$ cat config.mk
export PLATFORM = sky130hd
export DESIGN_NAME = cache_dir_ctrl
export DESIGN_NICKNAME = d
export VERILOG_FILES = /design/src/rtl/cache_pkg.sv /design/src/rtl/cache_dir_ctrl.sv
export SDC_FILE = /design/constraint.sdc
export NUM_CORES = 1
export LEC_CHECK = 0
export BUFFER_PORTS_ARGS = -buffer_cell sky130_fd_sc_hd__buf_2
export CORE_MARGIN = 3
export CORE_UTILIZATION = 27
export CTS_CLUSTER_SIZE = 12
export DETAILED_ROUTE_END_ITERATION = 10
export PLACE_DENSITY = 0.58
export SYNTH_ARGS = -nofsm -noshare
export SYNTH_HDL_FRONTEND = slang
export SYNTH_SLANG_ARGS = --single-unit
$ cat constraint.sdc
create_clock -name clk -period 2.85 [get_ports clk]
set_input_delay 0.285 -clock clk [delete_from_list [all_inputs] [get_ports clk]]
set_output_delay 0.285 -clock clk [all_outputs]
set_load 0.02 [all_outputs]
$ cat src/rtl/cache_pkg.sv
// Shared types and address helpers for the cache directory and its per-port
// lookup / miss-handling controllers.
package cache_pkg;

    // Coherence state stored per directory line.
    typedef enum logic [1:0] {
        INVALID   = 2'd0,
        SHARED    = 2'd1,
        EXCLUSIVE = 2'd2,
        MODIFIED  = 2'd3
    } line_state_t;

    // Memory-side transaction kinds.
    typedef enum logic [1:0] {
        MEM_READ_SHARED = 2'd0,
        MEM_READ_EXCL   = 2'd1,
        MEM_WRITEBACK   = 2'd2
    } mem_op_t;

    // Controller FSM states.
    typedef enum logic [2:0] {
        CS_IDLE      = 3'd0,
        CS_LOOKUP    = 3'd1,
        CS_COMPARE   = 3'd2,
        CS_WB_REQ    = 3'd3,
        CS_FILL_REQ  = 3'd4,
        CS_FILL_WAIT = 3'd5,
        CS_UPDATE    = 3'd6,
        CS_RESP      = 3'd7
    } ctrl_state_t;

    localparam int unsigned LINE_STATE_W = $bits(line_state_t);
    localparam int unsigned MEM_OP_W     = $bits(mem_op_t);

    // Helpers work on a wide container so any ADDR_WIDTH up to 64 fits;
    // callers size-cast the result to their own field width.
    localparam int unsigned WIDE_ADDR_W = 64;
    typedef logic [WIDE_ADDR_W-1:0] wide_addr_t;

    // Tag field: everything above index and offset.
    function automatic wide_addr_t addr_tag(input wide_addr_t addr,
                                            input int unsigned off_w,
                                            input int unsigned idx_w);
        return addr >> (off_w + idx_w);
    endfunction

    // Index field: idx_w bits directly above the line offset.
    function automatic wide_addr_t addr_index(input wide_addr_t addr,
                                              input int unsigned off_w,
                                              input int unsigned idx_w);
        wide_addr_t mask;
        mask = (wide_addr_t'(1) << idx_w) - wide_addr_t'(1);
        return (addr >> off_w) & mask;
    endfunction

    // Line-aligned address rebuilt from tag and index, offset bits zero.
    function automatic wide_addr_t line_addr(input wide_addr_t tag,
                                             input wide_addr_t index,
                                             input int unsigned off_w,
                                             input int unsigned idx_w);
        return (tag << (off_w + idx_w)) | (index << off_w);
    endfunction

endpackage

$ cat src/rtl/cache_dir_ctrl.sv
// Per-port directory controller: accepts one core request, looks it up in
// cache_directory, resolves hit / upgrade / miss (with optional writeback of a
// dirty victim), writes the new tag/state and answers the core.
module cache_dir_ctrl
    import cache_pkg::*;
#(
    parameter int unsigned ADDR_WIDTH  = 32,
    parameter int unsigned INDEX_WIDTH = 7,
    parameter int unsigned TAG_WIDTH   = 20
) (
    input  logic                    clk,
    input  logic                    rst,
    // core request / response
    input  logic                    req_valid,
    output logic                    req_ready,
    input  logic [ADDR_WIDTH-1:0]   req_addr,
    input  logic                    req_store,
    output logic                    rsp_valid,
    input  logic                    rsp_ready,
    output logic                    rsp_hit,
    // directory port
    output logic [INDEX_WIDTH-1:0]  dir_index,
    output logic [TAG_WIDTH-1:0]    dir_next_tag,
    output logic [LINE_STATE_W-1:0] dir_next_state,
    output logic                    dir_write,
    input  logic [TAG_WIDTH-1:0]    dir_current_tag,
    input  logic [LINE_STATE_W-1:0] dir_current_state,
    // memory side
    output logic                    mem_req_valid,
    input  logic                    mem_req_ready,
    output logic [MEM_OP_W-1:0]     mem_req_op,
    output logic [ADDR_WIDTH-1:0]   mem_req_addr,
    input  logic                    mem_rsp_valid,
    input  logic                    mem_rsp_excl
);

    localparam int unsigned OFFSET_WIDTH = ADDR_WIDTH - INDEX_WIDTH - TAG_WIDTH;

    ctrl_state_t             r_state;
    logic [ADDR_WIDTH-1:0]   r_addr;
    logic                    r_store;
    logic                    r_req_ready;
    logic                    r_rsp_valid;
    logic                    r_rsp_hit;
    logic [INDEX_WIDTH-1:0]  r_dir_index;
    logic                    r_mem_req_valid;
    mem_op_t                 r_mem_req_op;
    logic [ADDR_WIDTH-1:0]   r_mem_req_addr;
    logic                    r_upd_write;
    logic [TAG_WIDTH-1:0]    r_upd_tag;
    line_state_t             r_upd_state;

    logic [TAG_WIDTH-1:0]    w_req_tag;
    logic [INDEX_WIDTH-1:0]  w_req_index;
    logic [INDEX_WIDTH-1:0]  w_in_index;
    line_state_t             w_cur_state;
    logic                    w_hit;
    logic                    w_cmp_write;
    mem_op_t                 w_fill_op;
    logic [ADDR_WIDTH-1:0]   w_fill_addr;
    logic [ADDR_WIDTH-1:0]   w_wb_addr;

    // Address fields of the registered request and of the incoming one.
    assign w_req_tag   = TAG_WIDTH'(addr_tag(wide_addr_t'(r_addr), OFFSET_WIDTH, INDEX_WIDTH));
    assign w_req_index = INDEX_WIDTH'(addr_index(wide_addr_t'(r_addr), OFFSET_WIDTH, INDEX_WIDTH));
    assign w_in_index  = INDEX_WIDTH'(addr_index(wide_addr_t'(req_addr), OFFSET_WIDTH, INDEX_WIDTH));

    // Lookup classification; only meaningful in COMPARE, one cycle after LOOKUP.
    assign w_cur_state = line_state_t'(dir_current_state);
    assign w_hit       = (w_cur_state != INVALID) && (dir_current_tag == w_req_tag);
    assign w_cmp_write = (r_state == CS_COMPARE) && r_store && w_hit &&
                         ((w_cur_state == EXCLUSIVE) || (w_cur_state == MODIFIED));

    // Memory transactions: refill of the requested line, writeback of the victim.
    assign w_fill_op   = r_store ? MEM_READ_EXCL : MEM_READ_SHARED;
    assign w_fill_addr = ADDR_WIDTH'(line_addr(wide_addr_t'(w_req_tag), wide_addr_t'(w_req_index),
                                               OFFSET_WIDTH, INDEX_WIDTH));
    assign w_wb_addr   = ADDR_WIDTH'(line_addr(wide_addr_t'(dir_current_tag), wide_addr_t'(w_req_index),
                                               OFFSET_WIDTH, INDEX_WIDTH));

    // Controller FSM; every handshake-facing output is a register set on the
    // transition into the state that owns it.
    always_ff @(posedge clk or negedge rst) begin
        // NOTE: non-blocking assignments so every branch sees pre-edge register values.
        if (!rst) begin
            r_state         <= CS_IDLE;
            r_addr          <= '0;
            r_store         <= 1'b0;
            r_req_ready     <= 1'b1;
            r_rsp_valid     <= 1'b0;
            r_rsp_hit       <= 1'b0;
            r_dir_index     <= '0;
            r_mem_req_valid <= 1'b0;
            r_mem_req_op    <= MEM_READ_SHARED;
            r_mem_req_addr  <= '0;
            r_upd_write     <= 1'b0;
            r_upd_tag       <= '0;
            r_upd_state     <= INVALID;
        end else begin
            case (r_state)
                CS_IDLE: begin
                    if (req_valid) begin
                        r_addr      <= req_addr;
                        r_store     <= req_store;
                        r_dir_index <= w_in_index;
                        r_req_ready <= 1'b0;
                        r_state     <= CS_LOOKUP;
                    end
                end
                CS_LOOKUP: begin
                    r_state <= CS_COMPARE;
                end
                CS_COMPARE: begin
                    if (w_hit && (!r_store || w_cur_state != SHARED)) begin
                        // load hit, or store hit with write permission already held
                        r_rsp_hit   <= 1'b1;
                        r_rsp_valid <= 1'b1;
                        r_state     <= CS_RESP;
                    end else if (w_hit) begin
                        // store to a SHARED line: upgrade, nothing to write back
                        r_rsp_hit       <= 1'b1;
                        r_mem_req_valid <= 1'b1;
                        r_mem_req_op    <= w_fill_op;
                        r_mem_req_addr  <= w_fill_addr;
                        r_state         <= CS_FILL_REQ;
                    end else if (w_cur_state == MODIFIED) begin
                        // dirty victim: the writeback address captures its tag
                        r_rsp_hit       <= 1'b0;
                        r_mem_req_valid <= 1'b1;
                        r_mem_req_op    <= MEM_WRITEBACK;
                        r_mem_req_addr  <= w_wb_addr;
                        r_state         <= CS_WB_REQ;
                    end else begin
                        r_rsp_hit       <= 1'b0;
                        r_mem_req_valid <= 1'b1;
                        r_mem_req_op    <= w_fill_op;
                        r_mem_req_addr  <= w_fill_addr;
                        r_state         <= CS_FILL_REQ;
                    end
                end
                CS_WB_REQ: begin
                    // writeback is posted; the refill request follows back-to-back
                    if (mem_req_ready) begin
                        r_mem_req_op   <= w_fill_op;
                        r_mem_req_addr <= w_fill_addr;
                        r_state        <= CS_FILL_REQ;
                    end
                end
                CS_FILL_REQ: begin
                    if (mem_req_ready) begin
                        r_mem_req_valid <= 1'b0;
                        r_mem_req_op    <= MEM_READ_SHARED;
                        r_mem_req_addr  <= '0;
                        r_state         <= CS_FILL_WAIT;
                    end
                end
                CS_FILL_WAIT: begin
                    if (mem_rsp_valid) begin
                        r_upd_write <= 1'b1;
                        r_upd_tag   <= w_req_tag;
                        r_upd_state <= r_store      ? MODIFIED  :
                                       mem_rsp_excl ? EXCLUSIVE : SHARED;
                        r_state     <= CS_UPDATE;
                    end
                end
                CS_UPDATE: begin
                    r_upd_write <= 1'b0;
                    r_upd_tag   <= '0;
                    r_upd_state <= INVALID;
                    r_rsp_valid <= 1'b1;
                    r_state     <= CS_RESP;
                end
                CS_RESP: begin
                    if (rsp_ready) begin
                        r_rsp_valid <= 1'b0;
                        r_rsp_hit   <= 1'b0;
                        r_req_ready <= 1'b1;
                        r_state     <= CS_IDLE;
                    end
                end
                default: begin
                    r_state <= CS_IDLE;
                end
            endcase
        end
    end

    // Directory write port: the COMPARE store-hit write depends on the lookup
    // result of the same cycle, the UPDATE write comes from registers.
    always_comb begin
        // NOTE: defaults first so no path leaves an output unassigned (no latch).
        dir_write      = 1'b0;
        dir_next_tag   = '0;
        dir_next_state = '0;
        if (w_cmp_write) begin
            dir_write      = 1'b1;
            dir_next_tag   = dir_current_tag;
            dir_next_state = MODIFIED;
        end else if (r_upd_write) begin
            dir_write      = 1'b1;
            dir_next_tag   = r_upd_tag;
            dir_next_state = r_upd_state;
        end
    end

    assign req_ready     = r_req_ready;
    assign rsp_valid     = r_rsp_valid;
    assign rsp_hit       = r_rsp_hit;
    assign dir_index     = r_dir_index;
    assign mem_req_valid = r_mem_req_valid;
    assign mem_req_op    = r_mem_req_op;
    assign mem_req_addr  = r_mem_req_addr;

endmodule
==> summary.md <==
| Metric | Value |
|---|---|
| First-pass GRT wire length | `21100 µm` |
| Worst-case reg-to-reg path depth | `6` |
| RSZ-0062 raised after global routing | `false` |
| Vias | `3748` |
| Synth top area share | `0.478` |
| Post-route DRC | `0` |
| Initial DRC Count | `165` |
| Clk sinks | `between 80 and 90` |
| Largest net degree at the start of global routing | `51` |
| Die height | `around 140 µm` |
| Placer Congestion | `0.799` |
| Setup TNS | `0 ns` |
| PwrDens | `1090 nW/µm²` |
| Yosys cell types | `47` |
| Seq/Total Area, Yosys | `0.484` |
| Final number of hold-violating endpoints | `0` |
| Clock Tree Root | `clkbuf_16` |
| EDFF count, synth | `0` |
| Initial Util | `0.279` |
| Final Skew | `a little under 0.01 ns` |
| Nets | `approximately 620` |
| Clock Tree Buf Depth | `2` |
| CP cell instances | `xor2_1 > nor4_2 > and2_2 > nand4_2 > buf_4 > mux2i_1 > buf_2` |
| WS Path Type | `flip-flop to primary output` |
| DR vias/cell | `4.82` |
| Pre-CTS setup slack | `0.415 ns` |
| Reg-to-reg slack, setup | `around 0.54 ns` |
| Final period utilization | `0.945` |
| Number of buffers added for setup after CTS | `0` |
| Async S/R FF share, synth | `1.00` |
| Largest area contributor in the netlist | `dfrtp_1` |
| Worst skew pair latency | `between 0.3 and 0.4 ns` |
| PortBufs | `119` |
| Pre-antenna DRT Iters | `4` |
| I/O pins | `130` |
| Core Util, Final | `0.350` |
| Antenna-violating nets left | `0` |
| Yosys warns | `0` |
| CP Capture Type | `primary output` |
| Final setup viols | `0` |
| Hold Crit Class | `primary input to flip-flop` |
| Post-DP HPWL | `9820 µm` |
| Die Span X | `135 µm` |
| Hold path depth | `2` |
| Synth Register Bits | `87` |
| Worst Hold Path EP | `r_upd_state[0]$_DFFE_PN0P_` |
| Maxcap violations | `0` |
| Post-Place Cells | `761` |
| Worst Path Arrival | `2.41 ns` |
| WP data required | `2.57 ns` |
| Synthesized cell area | `4500 µm²` |
| Final WL | `about 14000 µm` |
| Total grt overflow | `0` |
| Area delta synth->final | `25.4%` |
| FILL cells | `1709` |
| Post-synth top flop | `dfrtp_1` |
| Antenna cell count | `0` |
| GRT Total Usage | `0.151` |
| Hold Path Origin | `mem_rsp_excl` |
| Slew headroom | `0.387` |
| Final setup margin | `0.157 ns` |
| Num CTS Buffers | `9` |
| Max Slew Vio Count | `0` |
| Worst-path cell with the longest stage delay | `dfrtp_1` |
| Post-Syn Instances | `445` |
| R2r endpoint | `mem_req_addr[26]$_DFFE_PN0P_` |
| Layout cell share with drive strength beyond 1 | `0.340` |
| Die Area | `18300 µm²` |
| # rows | `46` |
| Area contributors post-synth | `dfrtp_1, mux2_2, mux2i_1, inv_1, a22o_1` |
| Worst path max stage delay | `0.43 ns` |
| Fin crit period | `~2.7 ns` |
| Crit start category | `flip-flop` |
| Fin cells | `between 700 and 800` |
| FMAX | `about 0.37 GHz` |
| CTS tree | `yes` |
| Core footprint | `~16000 µm²` |
| Status | `finished clean` |
| Critical R2R Launch | `r_addr[19]$_DFFE_PN0P_` |
| Lkg Pwr | `between 2 and 3 nW` |
| Mean Syn Cell Area | `10.1 µm²` |
| Critical Path Fanout Max | `18` |
| Initial antenna violation count | `1` |
| Tot Pwr | `6.17 mW` |
| Wire length per cell | `17.6 µm` |
| H-tree levels | `3` |
| Reg clk slew, reported paths | `0.06 ns` |
| Vias in the first global route | `3801` |
| Worst IR Drop VDD | `0.000335 V` |
| Actual slew at the worst max-slew pin | `0.919 ns` |
==> power by group <==
group	internal (mW)	switching [mW]	leakage, nW
clock network	0.710	0.517	0.151
logic	1.05	1.55	1.65
registers	1.78	0.561	1.11
==> cell usage in the layout, fill, tap and decap left out, drive strengths merged, types with 4 or more instances in the layout <==
cell / instances
buf: 133
dfrtp: 86
inv: 56
nand2: 39
nor2: 33
a21oi: 31
mux2i: 28
mux2: 27
o32ai: 21
a22o: 21
xor2: 20
clkbuf: 10
o21ai: 7
conb: 5
nor4: 4
==> metal layers <==
metal | global-route usage | part of all wire | vias up
li1 | - | - | 1739
met1 | 0.202 | 0.45 | 1848
met2 | 0.241 | 0.47 | 139
met3 | 0.0442 | 0.060 | 20
met4 | 0.0420 | 0.015 | 2
met5 | 0 | 0.0015 | -
==> synthesized netlist by cell type (2+ instances only) <==
| master | instances |
|---|---|
| buf_4 | 14 |
| dfrtp_1 | 86 |
| nor2_1 | 33 |
| buf_6 | 2 |
| mux2i_1 | 28 |
| buf_2 | 8 |
| clkbuf_1 | 13 |
| and3_1 | 2 |
| mux2_2 | 27 |
| inv_1 | 53 |
| a21oi_1 | 31 |
| and4_1 | 3 |
| o21ai_0 | 6 |
| nand4_1 | 2 |
| o32ai_1 | 21 |
| nand3_1 | 2 |
| nand2_1 | 39 |
| a22o_1 | 21 |
| and2_1 | 3 |
| nand2b_1 | 2 |
| nor4_2 | 4 |
| xor2_1 | 20 |
==> critical path: cells and delay by family, from the launching register on <==
kind,cells,cell delay [ns]
xor gates and xnor gates,1,0.18
buffers and inverters,2,0.46
DFF,1,0.43
muxes,1,0.22
and+or+nand+nor,3,0.77
==> stage by stage <==
step	cell area, µm²	hold slack [ns]
after floorplan	4520	-0.0106
after global placement	5320	0.295
after detailed placement	5320	0.295
after CTS	5640	0.119
after global routing	5650	0.125
final	5650	0.137
==> cell type report <==
class                      count  area [µm²]  share of cell area
sequential                    87        2180               0.386
multi-input combinational    271        1950               0.345
timing repair buffer         134         738               0.131
tap                          216         270              0.0479
clock buffer                  10         239              0.0423
inverter                      54         203              0.0359
clock inverter                 6        67.6              0.0120
==> repair_timing <==
item                                   in CTS  in global routing
hold buffers                                1                  0
setup endpoints to repair                   0                 15
endpoints found under the hold margin      36                  0
resized for setup                           0                  2
==> registers in the layout, summed over array words and instances, names as in the netlist <==
signal / flops
mem_req_addr: 27
r_addr: 27
r_upd_tag: 20
r_state: 3
mem_req_op: 2
r_upd_state: 2
mem_req_valid: 1
r_store: 1
r_upd_write: 1
req_ready: 1
rsp_hit: 1
rsp_valid: 1
==> worst max path at each step <==
stage / start / to / slack [ns] / depth (start not counted)
after floorplan: r_addr[28]$_DFFE_PN0P_ / dir_next_tag[10] / 0.73 / 6
after global placement: dir_current_tag[16] / dir_next_tag[19] / 0.43 / 8
after detailed placement: r_addr[23]$_DFFE_PN0P_ / dir_next_tag[16] / 0.41 / 7
after CTS: r_addr[23]$_DFFE_PN0P_ / dir_next_tag[16] / 0.03 / 7
after global routing: r_addr[28]$_DFFE_PN0P_ / dir_next_tag[16] / 0.01 / 7
final: r_addr[28]$_DFFE_PN0P_ / dir_next_tag[16] / 0.16 / 7
==> logic make-up (layout without fill, tap and decap cells) <==
group / Yosys count / count (layout) / synth area share
AND/OR/NAND/NOR: 96 / 96 / 0.103
AO/OA/AOI/OAI: 95 / 95 / 0.151
buffers and inverters: 91 / 204 / 0.0931
flip-flops: 87 / 87 / 0.484
multiplexers: 55 / 55 / 0.130
XOR/XNOR: 20 / 20 / 0.0389
other: 1 / 5 / 0.000833
Power figures use the tool's default switching activity.
